<file path="src/rtl/rv_core_pkg.sv">
`default_nettype none
// ============================================================================
// Module      : rv_core_pkg
// Description : Shared integer-core constants and writeback entry type.
// Revision    : 1.0 - initial release
// ============================================================================
package rv_core_pkg;

    localparam int DATA_WIDTH = 32;
    localparam int REG_ADDR_W = 5;

    typedef struct packed {
        logic                  valid;
        logic [REG_ADDR_W-1:0] rd;
        logic [DATA_WIDTH-1:0] data;
    } wb_entry_t;

endpackage
`default_nettype wire

</file>
<file path="src/rtl/wb_bypass_match.sv">
`default_nettype none
// ============================================================================
// Module      : wb_bypass_match
// Description : Youngest-match search of the writeback queue for one read port.
// Revision    : 1.0 - initial release
// ============================================================================
module wb_bypass_match #(
    parameter int DATA_WIDTH = rv_core_pkg::DATA_WIDTH,
    parameter int ADDR_W     = rv_core_pkg::REG_ADDR_W,
    parameter int DEPTH      = 4,
    parameter int PTR_W      = $clog2(DEPTH)
) (
    input  logic [ADDR_W-1:0]     rs,
    input  logic [PTR_W-1:0]      head,
    input  logic [DEPTH-1:0]      ent_valid,
    input  logic [ADDR_W-1:0]     ent_rd   [DEPTH],
    input  logic [DATA_WIDTH-1:0] ent_data [DEPTH],
    output logic                  hit,
    output logic [DATA_WIDTH-1:0] data
);

    logic [PTR_W-1:0] w_slot;

    // Walk oldest to youngest so the last match seen is the youngest.
    always_comb begin
        hit    = 1'b0;
        data   = '0;
        w_slot = '0;
        for (int k = 0; k < DEPTH; k++) begin
            w_slot = head + PTR_W'(k);
            if (ent_valid[w_slot] && (ent_rd[w_slot] == rs) && (rs != '0)) begin
                hit  = 1'b1;
                data = ent_data[w_slot];
            end
        end
    end

endmodule
`default_nettype wire

</file>
<file path="src/rtl/wb_write_queue.sv">
`default_nettype none
// ============================================================================
// Module      : wb_write_queue
// Description : In-order writeback queue feeding the RF write port, with
//               forwarding of pending results to the decode read ports.
// Revision    : 1.0 - initial release
// ============================================================================
module wb_write_queue #(
    parameter int DATA_WIDTH = rv_core_pkg::DATA_WIDTH,
    parameter int ADDR_W     = rv_core_pkg::REG_ADDR_W,
    parameter int DEPTH      = 4
) (
    input  logic                       clk,
    input  logic                       rst,
    input  logic                       mem_valid,
    input  logic [ADDR_W-1:0]          mem_rd,
    input  logic [DATA_WIDTH-1:0]      mem_data,
    output logic                       mem_ready,
    input  logic                       alu_valid,
    input  logic [ADDR_W-1:0]          alu_rd,
    input  logic [DATA_WIDTH-1:0]      alu_data,
    output logic                       alu_ready,
    output logic                       rf_wen,
    output logic [ADDR_W-1:0]          rf_rd,
    output logic [DATA_WIDTH-1:0]      rf_wrdata,
    input  logic [ADDR_W-1:0]          byp_rs1,
    input  logic [ADDR_W-1:0]          byp_rs2,
    output logic                       byp_hit1,
    output logic [DATA_WIDTH-1:0]      byp_data1,
    output logic                       byp_hit2,
    output logic [DATA_WIDTH-1:0]      byp_data2,
    output logic [$clog2(DEPTH):0]     count
);

    localparam int c_PTR_W = $clog2(DEPTH);
    localparam int c_CNT_W = c_PTR_W + 1;
    localparam logic [c_CNT_W:0] c_DEPTH = (c_CNT_W + 1)'(DEPTH);

    logic [DEPTH-1:0]      r_valid;
    logic [ADDR_W-1:0]     r_rd   [DEPTH];
    logic [DATA_WIDTH-1:0] r_data [DEPTH];
    logic [c_PTR_W-1:0]    r_head;
    logic [c_PTR_W-1:0]    r_tail;
    logic [c_CNT_W-1:0]    r_count;

    logic                  w_pop;
    logic [c_CNT_W:0]      w_free;
    logic                  w_mem_push;
    logic                  w_alu_push;
    logic [1:0]            w_npush;
    logic [c_PTR_W-1:0]    w_alu_slot;

    assign w_pop  = (r_count != '0);
    // The head slot is released this edge, so it counts as free space.
    assign w_free = c_DEPTH - {1'b0, r_count} + {{c_CNT_W{1'b0}}, w_pop};

    assign mem_ready = (w_free >= (c_CNT_W + 1)'(1));
    assign alu_ready = mem_valid ? (w_free >= (c_CNT_W + 1)'(2))
                                 : (w_free >= (c_CNT_W + 1)'(1));

    // x0 results complete the handshake but are never stored.
    assign w_mem_push = mem_valid && mem_ready && (mem_rd != '0);
    assign w_alu_push = alu_valid && alu_ready && (alu_rd != '0);
    assign w_npush    = {1'b0, w_mem_push} + {1'b0, w_alu_push};
    assign w_alu_slot = r_tail + c_PTR_W'(w_mem_push);

    assign rf_wen    = w_pop;
    assign rf_rd     = w_pop ? r_rd[r_head]   : '0;
    assign rf_wrdata = w_pop ? r_data[r_head] : '0;
    assign count     = r_count;

    always_ff @(posedge clk or posedge rst) begin
        if (rst) begin
            r_valid <= '0;
            r_head  <= '0;
            r_tail  <= '0;
            r_count <= '0;
            for (int i = 0; i < DEPTH; i++) begin
                r_rd[i]   <= '0;
                r_data[i] <= '0;
            end
        end else begin
            // Pop clears first so a push into the same slot (full queue) wins.
            if (w_pop) begin
                r_valid[r_head] <= 1'b0;
                r_head          <= r_head + c_PTR_W'(1);
            end
            if (w_mem_push) begin
                r_valid[r_tail] <= 1'b1;
                r_rd[r_tail]    <= mem_rd;
                r_data[r_tail]  <= mem_data;
            end
            if (w_alu_push) begin
                r_valid[w_alu_slot] <= 1'b1;
                r_rd[w_alu_slot]    <= alu_rd;
                r_data[w_alu_slot]  <= alu_data;
            end
            r_tail  <= r_tail + c_PTR_W'(w_npush);
            r_count <= r_count + c_CNT_W'(w_npush) - c_CNT_W'(w_pop);
        end
    end

    wb_bypass_match #(
        .DATA_WIDTH (DATA_WIDTH),
        .ADDR_W     (ADDR_W),
        .DEPTH      (DEPTH),
        .PTR_W      (c_PTR_W)
    ) u_byp1 (
        .rs        (byp_rs1),
        .head      (r_head),
        .ent_valid (r_valid),
        .ent_rd    (r_rd),
        .ent_data  (r_data),
        .hit       (byp_hit1),
        .data      (byp_data1)
    );

    wb_bypass_match #(
        .DATA_WIDTH (DATA_WIDTH),
        .ADDR_W     (ADDR_W),
        .DEPTH      (DEPTH),
        .PTR_W      (c_PTR_W)
    ) u_byp2 (
        .rs        (byp_rs2),
        .head      (r_head),
        .ent_valid (r_valid),
        .ent_rd    (r_rd),
        .ent_data  (r_data),
        .hit       (byp_hit2),
        .data      (byp_data2)
    );

endmodule
`default_nettype wire

</file>
<file path="config.mk">
export PLATFORM = sky130hd
export DESIGN_NAME = wb_write_queue
export DESIGN_NICKNAME = d
export VERILOG_FILES = /design/src/rtl/rv_core_pkg.sv /design/src/rtl/wb_bypass_match.sv /design/src/rtl/wb_write_queue.sv
export SDC_FILE = /design/constraint.sdc
export NUM_CORES = 1
export LEC_CHECK = 0
export BUFFER_PORTS_ARGS = -buffer_cell sky130_fd_sc_hd__buf_2
export CORE_MARGIN = 2
export CORE_UTILIZATION = 35
export DETAILED_ROUTE_END_ITERATION = 6
export GPL_TIMING_DRIVEN = 0
export PLACE_DENSITY = 0.64
export SLEW_MARGIN = 20
export SYNTH_ARGS = -nofsm -noshare
export SYNTH_HDL_FRONTEND = slang
export SYNTH_SLANG_ARGS = --single-unit
</file>
<file path="constraint.sdc">
create_clock -name clk -period 8.4 [get_ports clk]
set_input_delay 1.26 -clock clk [delete_from_list [all_inputs] [get_ports clk]]
set_output_delay 1.26 -clock clk [all_outputs]
set_load 0.05 [all_outputs]
</file>
Word-level counts from Yosys, hierarchy flattened
Index checks and enable logic that the tools add are counted. W data, S select, Z words.

Input port bits: 88. Bits in registers: 159. Output and inout bits: 109. Word-level logic and storage cells: 165.

Add/subtract/negate cells: 10. Mux-type cells: 76. $lt $le $gt $ge: 19. Bitwise operators: 10. Equal/unequal tests: 8. Reductions and logical operators: 30.

Operator list (number): $mux W32 (19); $bmux W32 S2 (4); $bwmux W128 (2); $mux W128 (2); $demux W32 S2 (2); $mux W5 (11); $bmux W5 S2 (4); $bwmux W20 (2); $eq A5 B5 Y1 (8); $mux W20 (2); $logic_and A1 B1 Y1 (25); $demux W5 S2 (2); $reduce_bool A5 Y1 (4); $ge A3 B3 Y1 const B (6); $lt A2 B3 Y1 const B (6); $not A2 Y3 (6); $mux W1 (16); $mux W4 (3); $bmux W1 S2 (4); $or A4 B4 Y4 (2); $demux W1 S2 (3); $ge A2 B1 Y1 const B (3); $lt A3 B1 Y1 const B (2); $add A2 B2 Y2 const B (2); other kinds (13) (13).

Logic depth before layout (Yosys ltp)
Depth in word-level cells: 13. Gate-level depth with buffers: 17.

By module
A second synthesis with hierarchy kept.

Cell total of the unflattened synthesis: 2338. Area total of the unflattened synthesis: 21333.0 sq um.

Modules (own cells, without submodules): wb_bypass_match (times used 2, sequential area each 0.0 sq um, cells each 654, area an instance 5387.7 sq um); wb_write_queue (times used 1, sequential area each 3978.8 sq um, cells each 1030, area an instance 10557.6 sq um).

Least setup slack after synthesis
OpenSTA, ideal clock, no wires.

Kind: reg-to-output. From: reg r_head[1]. To: out byp_data1[0]. Buffers on the path: 7. Path slack: 2262 ps. Stages on the path, launching flop included: 16. Arrival: 4878 ps. Path through: dfrtp_1 -> buf_2 -> buf_2 -> buf_1 -> clkbuf_1 -> inv_1 -> ha_1 -> buf_2 -> mux4_1 -> xor2_1 -> nor4_2 -> and2_1 -> clkbuf_2 -> buf_2 -> a211oi_1 -> o21ai_0.

Word-level cells in the longest chain between the ends: 11.

RTL lines: start, declared (RTL line wb_write_queue.sv:42) `logic [c_PTR_W-1:0] r_head;`; start signal, assigned (RTL line wb_write_queue.sv:86) `r_head <= r_head + c_PTR_W'(1);`; $add A2 B1 Y2 / $not A2 Y3 (equally long branches) (RTL line wb_bypass_match.sv:30, wb_bypass_match.sv:31, wb_bypass_match.sv:33); $not A2 Y3 (not written as such) / $bmux W5 S2 (equally long branches) (RTL line wb_bypass_match.sv:31, wb_bypass_match.sv:33); $bmux W5 S2 / $mux W5 (equally long branches) (RTL line wb_bypass_match.sv:31) `if (ent_valid[w_slot] && (ent_rd[w_slot] == rs) && (rs != '0)) begin`; $mux W5 (not written as such) (RTL line wb_bypass_match.sv:31); $mux W5 (not written as such) / $eq A5 B5 Y1 (equally long branches) (RTL line wb_bypass_match.sv:31); $eq A5 B5 Y1 / $logic_and A1 B1 Y1 (equally long branches) (RTL line wb_bypass_match.sv:31); $logic_and A1 B1 Y1 (RTL line wb_bypass_match.sv:31); $logic_and A1 B1 Y1 / $mux W32 (equally long branches) (RTL line wb_bypass_match.sv:31); $mux W32 (2 in series) (RTL line wb_bypass_match.sv:31); $mux W32 * (RTL line wb_bypass_match.sv:31); end, declared (RTL line wb_write_queue.sv:29) `output logic [DATA_WIDTH-1:0] byp_data1,`.

Mark *: on every way between the ends. The rest lies on a longest branch, timed or not. The select of a mux whose other input is x is not followed.

Worst setup path after layout
From: reg r_head[1]. To: out byp_data2[1].

Word-level cells in the longest chain between the ends: 11.

RTL lines: $add A2 B1 Y2 / $not A2 Y3 (equally long branches) (RTL line wb_bypass_match.sv:30, wb_bypass_match.sv:31, wb_bypass_match.sv:33); $not A2 Y3 (not written as such) / $bmux W5 S2 (equally long branches) (RTL line wb_bypass_match.sv:31, wb_bypass_match.sv:33); $bmux W5 S2 / $mux W5 (equally long branches) (RTL line wb_bypass_match.sv:31); $mux W5 (not written as such) (RTL line wb_bypass_match.sv:31); $mux W5 (not written as such) / $eq A5 B5 Y1 (equally long branches) (RTL line wb_bypass_match.sv:31); $eq A5 B5 Y1 / $logic_and A1 B1 Y1 (equally long branches) (RTL line wb_bypass_match.sv:31); $logic_and A1 B1 Y1 (RTL line wb_bypass_match.sv:31); $logic_and A1 B1 Y1 / $mux W32 (equally long branches) (RTL line wb_bypass_match.sv:31); $mux W32 (2 in series) (RTL line wb_bypass_match.sv:31); $mux W32 * (RTL line wb_bypass_match.sv:31); end, declared (RTL line wb_write_queue.sv:31) `output logic [DATA_WIDTH-1:0] byp_data2,`.

Marks and branches as above.

==> metrics.txt <==
first-pass GRT wire length=81.99 mm; Total Neg Setup Slack=0 ns; max_cap viols=0; crit path kind=flop to output port; Synth Register Bits=between 150 and 200; total track usage=0.2651; Synth Cell Area=13,850 um2; Top FF cell, synth=dfrtp_1; clock sinks=159; Detailed Place HPWL=between 30 and 40 mm; Worst EP required=7.14 ns; core area=38,830 um2; Avg Vias per Cell=6.341; fraction of registers with async set/reset=1.000; Fill cells=3,768; Die X=203.0 um; Synth Warn #=0; number of H-tree levels=4; Resized Gates After CTS=0; Worst Tran Pin Value=between 1 and 1.5 ns; Hold Vio Cnt, Final=0; via count=between 10k and 15k; worst-skew pair later-pin latency=0.45 ns; RD Place Congestion=0.9337; Avg WL per Cell=26.43 um; DR DRC count=0; fin. max-slew vios=0; hold_buf cts=0; setup bufs post-CTS=0; most frequent cells in the layout=nand2_1 (246), buf_2 (224), o21ai_0 (185), mux2i_1 (182), dfrtp_1 (159); CTS tree=done; fin nets=1,652; post-synth cell types=51; row count=72; CTS buffer count=17; synthesized area per cell=10.31 um2; input/output buffers=186; CTS max path bufs=2; crit path max fanout=10; outcome=finished, final reports clean; Post-synth EDFFs=0; RSZ-0062 raised after global routing=no; Final Cycle Share=0.9546; CP startpoint kind=flop; layout cell share with drive strength beyond 1=0.2706; min Tclk post-route=8.018 ns; I/O Pins=slightly below 200; grt ovf=0; vias in the first global route=12.86k; register area share after synthesis=0.2872; worst reg2reg path depth=13; skew final=0.01406 ns; Worst Hold Class=flop to flop; Mapped Cells=1,344; CTS root buf=clkbuf_16; syn nets=approximately 1.4k; Worst Setup End Kind=output port; effective utilization at floorplan=0.3568; commonest non-fill, non-tap cell in the layout=nand2_1; die area=41,190 um2; relative slew slack=0.2989; CP arrival=6.76 ns; DR pass1 iterations=5; total wire length=55.06 mm; Finish-stage setup viols=0; Post-DRT Antenna Nets=0; largest net degree at the start of global routing=88; initial drt markers=1,744; Worst-path clk slew=0.07 ns; Die H=203.0 um; initial antenna violation count=2; Fmax=124.7 MHz; Area growth, synth to finish=15.89%; Hold Path Depth=1; flop2flop setup slack=a little over 3 ns
metrics by stage:
step	setup slack [ns]	std cells	util	cell area, um2	hold slack, ns
6_report	0.3817	2083	0.4135	16060	0.5579
5_1_grt	0.1652	2081	0.4134	16050	0.6063
4_1_cts	0.4545	2081	0.4133	16050	0.5717
3_5_place_dp	0.9475	2049	0.3984	15470	0.5616
3_3_place_gp	0.7468	2048	0.3975	15430	0.5329
2_1_floorplan	2.262	1344	-	13850	0.5028
sequential cells by signal, summed over array words and instances (netlist names):
register / flops
r_tail: 2
r_rd: 20
r_head: 2
r_data: 128
count: 3
r_valid: 4
cells in the mapped netlist, drive strengths merged (2+ instances only):
| cell | count | area share |
|---|---|---|
| a2111oi | 2 | 0.0013 |
| a211o | 3 | 0.0019 |
| a211oi | 9 | 0.0049 |
| a221oi | 30 | 0.019 |
| and2 | 36 | 0.016 |
| and3 | 2 | 0.00090 |
| buf | 48 | 0.020 |
| clkbuf | 86 | 0.023 |
| dfrtp | 159 | 0.29 |
| ha | 13 | 0.012 |
| inv | 13 | 0.0035 |
| mux2 | 4 | 0.0033 |
| mux2i | 182 | 0.13 |
| mux4 | 150 | 0.25 |
| nand2 | 246 | 0.067 |
| nand3 | 9 | 0.0033 |
| nand3b | 2 | 0.0011 |
| nand4 | 6 | 0.0027 |
| nor2 | 14 | 0.0042 |
| nor3 | 6 | 0.0022 |
| nor3b | 3 | 0.0016 |
| nor4 | 2 | 0.0014 |
| nor4b | 2 | 0.0013 |
| o211ai | 3 | 0.0023 |
| o21ai | 218 | 0.079 |
| o221ai | 27 | 0.020 |
| or2 | 6 | 0.0027 |
| or3 | 2 | 0.00090 |
| or4 | 8 | 0.0046 |
| xnor2 | 38 | 0.024 |
| xor2 | 8 | 0.0051 |
routing by layer:
layer  global-route usage  part of all wire  vias up
met5                    0           0.00024        -
met4               0.1121             0.043        2
met3              0.07014              0.11      143
met2               0.4184              0.46      953
met1               0.3447              0.38     6591
li1                     -                 -     5520
worst max-delay path: stages (launching register included):
cell and delay, ns:
dfrtp_1 0.43, buf_2 0.30, buf_2 0.35, buf_1 0.70, clkbuf_1 0.60, inv_1 0.20
ha_1 0.32, buf_2 0.19, buf_4 0.25, mux4_1 0.38, xnor2_1 0.27, nand3_1 0.14
nor2_1 0.50, clkbuf_1 0.49, a211oi_1 0.08, a211oi_1 0.68, buf_2 0.39
final timing paths:
kind / startpoint / endpoint
min in group asynchronous: rst / r_rd[8]
min: count[2] / count[2]
max reg2reg: r_head[1] / r_head[1]
max: r_head[1] / byp_data2[1]
max in group asynchronous: rst / r_data[50]
min reg2reg: count[2] / count[2]
cell families (layout without fill, tap and decap cells):
| group | Yosys count | after routing | share of synthesized area |
|---|---|---|---|
| other | 0 | 2 | 0 |
| AO/OA/AOI/OAI | 297 | 297 | 0.1314 |
| XOR/XNOR | 46 | 46 | 0.02908 |
| multiplexers | 336 | 336 | 0.3821 |
| buffers and inverters | 147 | 366 | 0.04696 |
| AND/OR/NAND/NOR | 345 | 345 | 0.1101 |
| adder cells (fa/ha/maj) | 14 | 14 | 0.01319 |
| flip-flops | 159 | 159 | 0.2872 |
layout make-up:
cell class / count / area [um2] / share of cell area
diodes: 2 / 5.005 / 0.0003117
plain buffers: 134 / 601.8 / 0.03748
clock buffers: 22 / 474.2 / 0.02954
clock inverters: 10 / 102.6 / 0.006390
inverters: 13 / 56.30 / 0.003507
multi-input cells: 1038 / 9230 / 0.5749
flip-flops and latches: 159 / 3979 / 0.2478
well taps: 518 / 648.1 / 0.04037
repair buffers: 187 / 958.4 / 0.05969
Power is not shown: default switching activity piles up to over one toggle a cycle in this logic, so the estimate is an artifact.
